## config.mk

```make
export PLATFORM = sky130hd
export DESIGN_NAME = clk_tick_gen
export DESIGN_NICKNAME = d
export VERILOG_FILES = /design/src/rtl/clk_tick_gen_pkg.sv /design/src/rtl/clk_tick_ch.sv /design/src/rtl/clk_tick_gen.sv
export SDC_FILE = /design/constraint.sdc
export NUM_CORES = 1
export LEC_CHECK = 0
export CAP_MARGIN = 40
export CORE_ASPECT_RATIO = 1.5
export CORE_MARGIN = 5
export CORE_UTILIZATION = 25
export CTS_BUF_LIST = sky130_fd_sc_hd__clkbuf_8
export CTS_CLUSTER_SIZE = 40
export DETAILED_ROUTE_END_ITERATION = 10
export HOLD_SLACK_MARGIN = 0.15
export PLACE_DENSITY = 0.45
export SLEW_MARGIN = 10
export SYNTH_ARGS = -nofsm -noshare
export SYNTH_HDL_FRONTEND = slang
export SYNTH_HIERARCHICAL = 1
export SYNTH_SLANG_ARGS = --single-unit
```

## constraint.sdc

```tcl
create_clock -name clk -period 3.1 [get_ports clk]
set_input_delay 0.62 -clock clk [delete_from_list [all_inputs] [get_ports clk]]
set_output_delay 0.62 -clock clk [all_outputs]
set_load 0.05 [all_outputs]
```

## src/rtl/clk_tick_gen_pkg.sv

```systemverilog
// rtl/clk_tick_gen_pkg.sv - shared clock constants and width helpers for clk_tick_gen
package clk_tick_gen_pkg;

    localparam int CLK_HZ      = 50_000_000;
    // 2 s period at the board clock: 1 s high, 1 s low
    localparam int CLK_DEF_DIV = 2 * CLK_HZ;

    function automatic int clog2(input int n);
        int r;
        r = 0;
        while ((1 << r) < n) r++;
        return r;
    endfunction

    function automatic int sel_width(input int n);
        return (clog2(n) < 1) ? 1 : clog2(n);
    endfunction

endpackage

```

## src/rtl/clk_tick_ch.sv

```systemverilog
// rtl/clk_tick_ch.sv - one tick/square-wave channel with a shadowed divisor
module clk_tick_ch
    import clk_tick_gen_pkg::*;
#(
    parameter int DIV_W   = 27,
    parameter int DEF_DIV = CLK_DEF_DIV
) (
    input  logic             clk,
    input  logic             rst,
    input  logic             en,
    input  logic             sync,
    input  logic             we,
    input  logic [DIV_W-1:0] wdata,
    output logic             pend,
    output logic             tick,
    output logic             sq
);

    localparam logic [DIV_W-1:0] ONE     = DIV_W'(1);
    localparam logic [DIV_W-1:0] RST_DIV = DIV_W'(DEF_DIV);

    logic [DIV_W-1:0] div_q, shd_q, cnt_q;
    logic [DIV_W-1:0] div_d, shd_d, cnt_d;
    logic             run_q, run_d, pend_d;
    logic             halt, wrap, apply;
    logic [DIV_W:0]   half;

    // cnt_q is the period position shown on tick/sq one cycle later
    always_comb begin
        shd_d  = we ? wdata : shd_q;
        halt   = !en || (div_q == '0);
        wrap   = (div_q != '0) && (cnt_q == div_q - ONE);
        apply  = halt || sync || wrap;
        div_d  = apply ? shd_d : div_q;
        pend_d = !apply && (pend || we);
        run_d  = 1'b0;
        cnt_d  = '0;
        if (!halt && (div_d != '0)) begin
            run_d = 1'b1;
            cnt_d = (sync || wrap || !run_q) ? '0 : cnt_q + ONE;
        end
        half = ({1'b0, div_q} + (DIV_W+1)'(1)) >> 1;
    end

    always_ff @(posedge clk or posedge rst) begin
        if (rst) begin
            div_q <= RST_DIV;
            shd_q <= RST_DIV;
            cnt_q <= '0;
            run_q <= 1'b0;
            pend  <= 1'b0;
            tick  <= 1'b0;
            sq    <= 1'b0;
        end else begin
            div_q <= div_d;
            shd_q <= shd_d;
            cnt_q <= cnt_d;
            run_q <= run_d;
            pend  <= pend_d;
            tick  <= run_q && (cnt_q == div_q - ONE);
            sq    <= run_q && ({1'b0, cnt_q} < half);
        end
    end

endmodule

```

## src/rtl/clk_tick_gen.sv

```systemverilog
// rtl/clk_tick_gen.sv - multi-channel programmable clock-enable generator
module clk_tick_gen
    import clk_tick_gen_pkg::*;
#(
    parameter int  N_CH    = 2,
    parameter int  DIV_W   = 27,
    parameter int  DEF_DIV = CLK_DEF_DIV,
    localparam int CH_W    = sel_width(N_CH)
) (
    input  logic             clk,
    input  logic             rst,
    input  logic [N_CH-1:0]  en,
    input  logic             sync,
    input  logic             cfg_we,
    input  logic [CH_W-1:0]  cfg_ch,
    input  logic [DIV_W-1:0] cfg_div,
    output logic [N_CH-1:0]  cfg_pend,
    output logic [N_CH-1:0]  tick,
    output logic [N_CH-1:0]  sq
);

    logic [N_CH-1:0] ch_we;

    // selects beyond the last channel match nothing and are dropped
    always_comb begin
        ch_we = '0;
        for (int i = 0; i < N_CH; i++)
            ch_we[i] = cfg_we && (int'(cfg_ch) == i);
    end

    for (genvar i = 0; i < N_CH; i++) begin : g_ch
        clk_tick_ch #(
            .DIV_W   (DIV_W),
            .DEF_DIV (DEF_DIV)
        ) u_ch (
            .clk   (clk),
            .rst   (rst),
            .en    (en[i]),
            .sync  (sync),
            .we    (ch_we[i]),
            .wdata (cfg_div),
            .pend  (cfg_pend[i]),
            .tick  (tick[i]),
            .sq    (sq[i])
        );
    end

endmodule
```

==> summary.md <==
| Metric | Value |
|---|---|
| Dpl ws | `-0.2419 ns` |
| Setup skew after layout | `~0.014 ns` |
| First-pass GRT wire length | `54,390 um` |
| Post-synth EDFFs | `0` |
| Final wirelength | `36,130 um` |
| Hold path cells | `2` |
| Total global-route track usage | `around 14%` |
| LEAKAGE | `0.006367 uW` |
| CTS Hold Bufs | `0` |
| IO buf count | `39` |
| FFs w/ async S/R, synth | `between 90% and 100%` |
| Seq/Total Area, Yosys | `between 30 and 40%` |
| DP HPWL | `27,200 um` |
| Slew headroom | `a little under three fifths` |
| PD cells | `roughly 430 nW/um^2` |
| Final worst-path cycle share | `105.0%` |
| Max Slew Vio Count | `0` |
| Dominant cells by area after synthesis | `dfrtp_1 (27%), dfstp_2 (11%), xor2_1 (7.4%)` |
| Least-Margin Pin Slew | `0.6480 ns` |
| IR Drop Worst-Case VDD | `about 0.28 mV` |
| Die X | `roughly 180 um` |
| Final Hold Viols | `0` |
| Via Count | `9,338` |
| WP data required | `3.48 ns` |
| Clock transition at path regs | `0.10 ns` |
| Final worst slack | `-0.1553 ns` |
| Area Growth Syn to Fin | `33.73%` |
| Non-filler instance count after layout | `slightly below 2,000` |
| Max_cap viols | `0` |
| Remaining Overflow, GRT | `0` |
| CTS max path bufs | `2` |
| R2R Setup Slk | `-0.16 ns` |
| Gpl congestion | `0.8459` |
| # setup viols final | `between 90 and 100` |
| Initial DRC count | `about 480` |
| Most common cell after layout, fill and taps aside | `buf_4` |
| Diode count | `0` |
| Final nets | `between 1,000 and 1,500` |
| DIE AREA | `~50,000 um^2` |
| F_max | `slightly above 300 MHz` |
| Share of cells above drive strength 1 | `approximately 38%` |
| Top Ports | `40` |
| CTS Buf Count | `17` |
| RSZ-0062 raised after global routing | `true` |
| H-tree depth | `4` |
| TritonCTS clock tree | `yes` |
| Num rows | `95` |
| Kind of critical path | `register to register` |
| Worst skew pair latency | `0.50 ns` |
| Post-Syn Area per Cell | `~10 um^2` |
| Vias in the first global route | `approximately 9,800` |
| Routed Antenna Nets | `0` |
| Syn_nets | `1,232` |
| Root Driver | `clkbuf_8` |
| Crit-path max FO | `7` |
| Unique cell type count in the Yosys netlist | `70` |
| Synth top area share | `between 20% and 30%` |
| Antenna violations before repair | `0` |
| Post-synthesis cell count | `between 1,000 and 1,500` |
| Failing checks | `negative setup slack` |
| Die Y | `271.1 um` |
| Min cycle time layout | `3.255 ns` |
| WL per Instance | `around 19 um` |
| Synth Register Bits | `170` |
| Inst Count DP | `1,888` |
| Synth Cell Area | `11,360 um^2` |
| Status | `finished with violations` |
| Clk sinks | `170` |
| Drc violations | `0` |
| R2R cell count | `10` |
| Crit path capture type | `register` |
| Core footprint | `44,930 um^2` |
| Leading area contributor after synthesis | `dfrtp_1` |
| Warnings from Yosys | `6` |
| Largest net degree at the start of global routing | `57` |
| Most frequent cells in the layout | `buf_4 (201), dfrtp_1 (120), xor2_1 (96), nor2_1 (73), xnor2_1 (70)` |
| Initial core utilization | `25.29%` |
| Via density | `roughly 4.8` |
| Worst EP arrival | `approximately 3.6 ns` |
| Critical Path Start Type | `register` |
| Drt pass-1 iters | `5` |
| Primary FF master, synth | `dfrtp_1` |
| Worst Hold Class | `register to register` |
cells by family after synthesis:
kind of cell | after synthesis | synth area share [%]
muxes | 111 | 11.70
adders and majority gates | 60 | 6.606
buffers and inverters | 89 | 3.556
xor gates and xnor gates | 166 | 12.79
AOI/OAI and AO/OA | 109 | 6.771
DFF | 170 | 37.96
and+or+nand+nor | 433 | 20.61
registers in the layout, indices dropped and copies added, names as in the netlist:
name             flops
g_ch.u_ch/shd_q     54
g_ch.u_ch/tick       2
g_ch.u_ch/cnt_q     54
g_ch.u_ch/run_q      2
g_ch.u_ch/pend       2
g_ch.u_ch/div_q     54
g_ch.u_ch/sq         2
stage by stage:
stage	area (um^2)	total power (uW)	hold slack, ns	util [%]	setup TNS [ns]
global route	15200	6981	0.5491	33.83	-17.55
floorplan	11400	3957	0.4823	-	-1.574
detailed placement	13790	4868	0.4932	30.68	-12.56
finish	15200	6596	0.5113	33.83	-6.655
global placement	13790	4852	0.4979	30.68	-9.153
CTS	14520	6550	0.5165	32.31	-5.687
cells in the mapped netlist (5+ instances only):
cell type	number
nor4b_1	5
nor4_1	37
mux2_2	72
or2_2	5
a21oi_1	24
o211ai_1	5
o21ai_0	12
mux2_1	15
dfrtp_1	122
xor2_1	96
nand2_1	59
a211oi_1	5
a21o_1	21
dfstp_2	48
nor2_1	84
ha_1	60
and2_1	7
inv_1	21
nand3_1	60
buf_2	8
clkbuf_1	48
nor2b_1	12
or4_1	9
xnor2_1	70
or3_1	8
nand4_1	38
buf_6	6
and4_1	14
and3_1	13
nor3_1	56
mux2_4	22
area by class of cell:
cell class	count	area, um^2
multi-input combinational	879	7259
fill	4640	29730
inverter	21	81.33
timing repair buffer	268	2447
tap	582	728.2
sequential	170	4317
clock buffer	20	275.3
clock inverter	12	90.09
metal layers:
layer | wire length [um] | part of all wire, % | vias up | global-route usage [%]
met5 | 0 | 0 | - | 0
li1 | - | - | 4546 | -
met2 | 19820 | 55 | 131 | 25.92
met3 | 610 | 1.7 | 69 | 1.848
met4 | 1678 | 4.6 | 0 | 6.581
met1 | 14010 | 39 | 4592 | 15.41
worst paths after layout:
kind | from | to
worst min register to register | g_ch[0].u_ch/pend | g_ch[0].u_ch/pend
worst min-delay path | g_ch[0].u_ch/pend | g_ch[0].u_ch/pend
max in group asynchronous | rst | g_ch[1].u_ch/div_q[22]
worst max register to register | g_ch[1].u_ch/div_q[13] | g_ch[1].u_ch/div_q[25]
min in group asynchronous | rst | g_ch[1].u_ch/cnt_q[12]
worst max-delay path | g_ch[1].u_ch/div_q[13] | g_ch[1].u_ch/div_q[25]
power breakdown:
part / total, uW / switching (uW) / internal (uW)
Clock: 1540 / 915 / 626
Combinational: 2310 / 1140 / 1170
Sequential: 2750 / 215 / 2530
critical path, cell delays in order, from the launching register on:
cell and delay (ns):
dfstp_2 0.38, or4_4 0.53, or4_4 0.52, or4_4 0.50, a22oi_2 0.14, nor4b_2 0.21, nand3_1 0.14, nand2_2 0.11
buf_6 0.12, clkbuf_16 0.16, mux2_2 0.32
what timing repair did:
item                                    in CTS  in global routing
endpoints found under the setup margin      87                113
setup buffers                               13                 11
gates resized for setup                     52                 97
gates cloned                                 2                  8
pin swaps                                   28                 34
Power figures use the tool's default switching activity.
==> variant (config.mk and constraints unchanged) <==
`DIV_W` is set to 27 in 2 places; all go to 19.
--- a/src/rtl/clk_tick_ch.sv
+++ b/src/rtl/clk_tick_ch.sv
@@ -3,5 +3,5 @@
     import clk_tick_gen_pkg::*;
 #(
-    parameter int DIV_W   = 27,
+    parameter int DIV_W   = 19,
     parameter int DEF_DIV = CLK_DEF_DIV
 ) (
--- a/src/rtl/clk_tick_gen.sv
+++ b/src/rtl/clk_tick_gen.sv
@@ -4,5 +4,5 @@
 #(
     parameter int  N_CH    = 2,
-    parameter int  DIV_W   = 27,
+    parameter int  DIV_W   = 19,
     parameter int  DEF_DIV = CLK_DEF_DIV,
     localparam int CH_W    = sel_width(N_CH)
Interface: changed (resized cfg_div); port bits go from 40 to 32. The function was not compared with the original's and may differ.
==> variant against the original RTL <==
Cell area down 35%. Wire length down 34%. Synthesized area is 25% lower. Largest cell class unchanged. Worst setup slack better by 360 ps. Power shrank 31%. Sequential cell count shrank 48. Synthesized cell count down 22%. Sequential share of layout area is 2.9 points higher. Critical endpoint is now g_ch[1].u_ch/sq$_DFF_PP0_.
==> variant: results (changes against the original RTL) <==
vias after detailed routing=6532 (-30%); DRT iter0 DRCs=252 (-47%); Routed Antenna Nets=0 (unchanged); GP Congestion=0.911 (+7.7%); WHS=515 ps (+4.05 ps); root buffer cell=clkbuf_8; Overall Global Routing Usage=12.7% (-1.2 points); initial antenna violation count=0 (unchanged); layout net count=1003 (-31%); synth warn=6 (unchanged); number of global-route vias before repair=6928 (-29%); Syn Nets=960 (-22%); clock buffer depth=2 (unchanged); DR WL/cell=17.4 microns (-6.1%); Synth area leaders=dfrtp_1 (29%), dfstp_2 (7.4%), xor2_1 (6.6%); Unique masters post-synth=66 (-5.7%); Hold Startpoint=g_ch[1].u_ch/shd_q[12]$_DFF_PP0_; CP max stage delay=640 ps (+110 ps); Hold Path Cell Cnt=2 (unchanged); worst vdd ir=0.229 mV (-18%); mean post-synth cell area=9.54 sq um (-4.5%); sequential cell area fraction in the yosys report=36.2% (-1.7 points); R2R Path Start=g_ch[1].u_ch/div_q[8]$_DFF_PP1_; PortBufs=31 (-21%); CP Data Arrival Time=3260 ps (-370 ps); layout cell share with drive strength beyond 1=17.1% (-21 points); flop2flop setup slack=200 ps (+360 ps); Reg-to-Reg End=g_ch[1].u_ch/sq$_DFF_PP0_; Sum Neg Setup Slack=0 ps (+6660 ps); status=finished, final reports clean; CTS Buf Count=17 (unchanged); H-tree depth=4 (unchanged); Post-synth top cells=dfrtp_1 (98), nor2_1 (80), xor2_1 (64); Pre-Repair DR Iteration Count=4 (-1); FFs w/ async S/R, synth=100% (unchanged); DP Wirelength=18.9 mm (-31%); WHS Endpoint=g_ch[1].u_ch/shd_q[12]$_DFF_PP0_; first-pass GRT wire length=38.5 mm (-29%); Worst Reg-to-Reg Cells=12 (+2); pre-CTS setup slack=93.4 ps (+335 ps); clk_skew=12.6 ps (-1.63 ps); n_diodes=0 (unchanged); dpl cell area=9420 sq um (-32%); Clock Latency Late Sink=440 ps (-60 ps); min-delay worst type=flip-flop to flip-flop; final std cells w/o fill=1368 (-30%); slowest CP cell=dfstp_2; largest registers=g_ch.u_ch/cnt_q: 38 flops, g_ch.u_ch/div_q: 38 flops, g_ch.u_ch/shd_q: 38 flops; Pleak=4.09 nW (-36%); slew of the pin with the lowest slew margin=674 ps (+26.1 ps); Post-Place Cells=1333 (-29%); largest net degree at the start of global routing=36 (-37%)
==> variant: cell count changes after synthesis, moves of 24 or more <==
cell	before	now
a22oi_1	3	28
clkbuf_1	48	20
dfrtp_1	122	98
dfstp_2	48	24
inv_1	21	52
mux2_2	72	0
mux2i_1	2	44
nand4_1	38	12
nor4_1	37	12
xnor2_1	70	44
xor2_1	96	64
==> variant: routing by layer <==
metal  GRT usage [%]  wire length [microns]  part of all wire [%]
met1            14.2                   9630                    40
met2            24.7                  13400                    56
met3            2.01                    450                   1.9
met4            3.44                    286                   1.2
met5               0                      0                     0
==> variant: where the power goes <==
| group | switching, mW | internal [mW] |
|---|---|---|
| Combinational | 0.597 | 0.468 |
| Clock | 0.757 | 0.729 |
| Sequential | 0.233 | 1.79 |
| Total | 1.59 | 2.98 |
==> variant: worst max path at each step <==
stage          cells after the start  slack, ps                             from                          endpoint
4_1_cts                           12         70  g_ch[0].u_ch/div_q[8]$_DFF_PP1_         g_ch[0].u_ch/sq$_DFF_PP0_
3_3_place_gp                      11         90  g_ch[0].u_ch/div_q[8]$_DFF_PP1_         g_ch[0].u_ch/sq$_DFF_PP0_
2_1_floorplan                     10        430  g_ch[0].u_ch/div_q[3]$_DFF_PP0_  g_ch[0].u_ch/cnt_q[15]$_DFF_PP0_
3_5_place_dp                      11         90  g_ch[0].u_ch/div_q[8]$_DFF_PP1_         g_ch[0].u_ch/sq$_DFF_PP0_
5_1_grt                           12          4  g_ch[0].u_ch/div_q[8]$_DFF_PP1_         g_ch[0].u_ch/sq$_DFF_PP0_
6_report                          12        200  g_ch[1].u_ch/div_q[8]$_DFF_PP1_         g_ch[1].u_ch/sq$_DFF_PP0_
==> variant: final cells by class <==
type                    count  area (sq um)
flip-flops and latches    122          3080
fillers                  3546         23700
clock inverters            15           166
well taps                 420           526
multi-input cells         666          4920
repair buffers             76           723
clock buffers              17           234
inverters                  52           195
==> variant: repair_timing <==
| item | in CTS | in global routing |
|---|---|---|
| resized for setup | 0 | 2 |
| setup buffers | 0 | 3 |
| setup endpoints to repair | 0 | 2 |
==> variant: worst max-delay path: cells and delay by family, from the launching register on <==
family                     cells  cell delay [ps]
and+or+nand+nor                7             1100
DFF                            1              640
AOI/OAI and AO/OA              3              620
adders and majority gates      1              300
xor gates and xnor gates       1              160
==> variant: kinds of logic after synthesis <==
logic type,count (synthesis),share of synthesized area (%)
adders and majority gates,42,6.18
buffers and inverters,104,5.97
AOI/OAI and AO/OA,130,13.4
DFF,122,36.2
muxes,44,5.18
xor gates and xnor gates,110,11.6
and+or+nand+nor,340,21.5
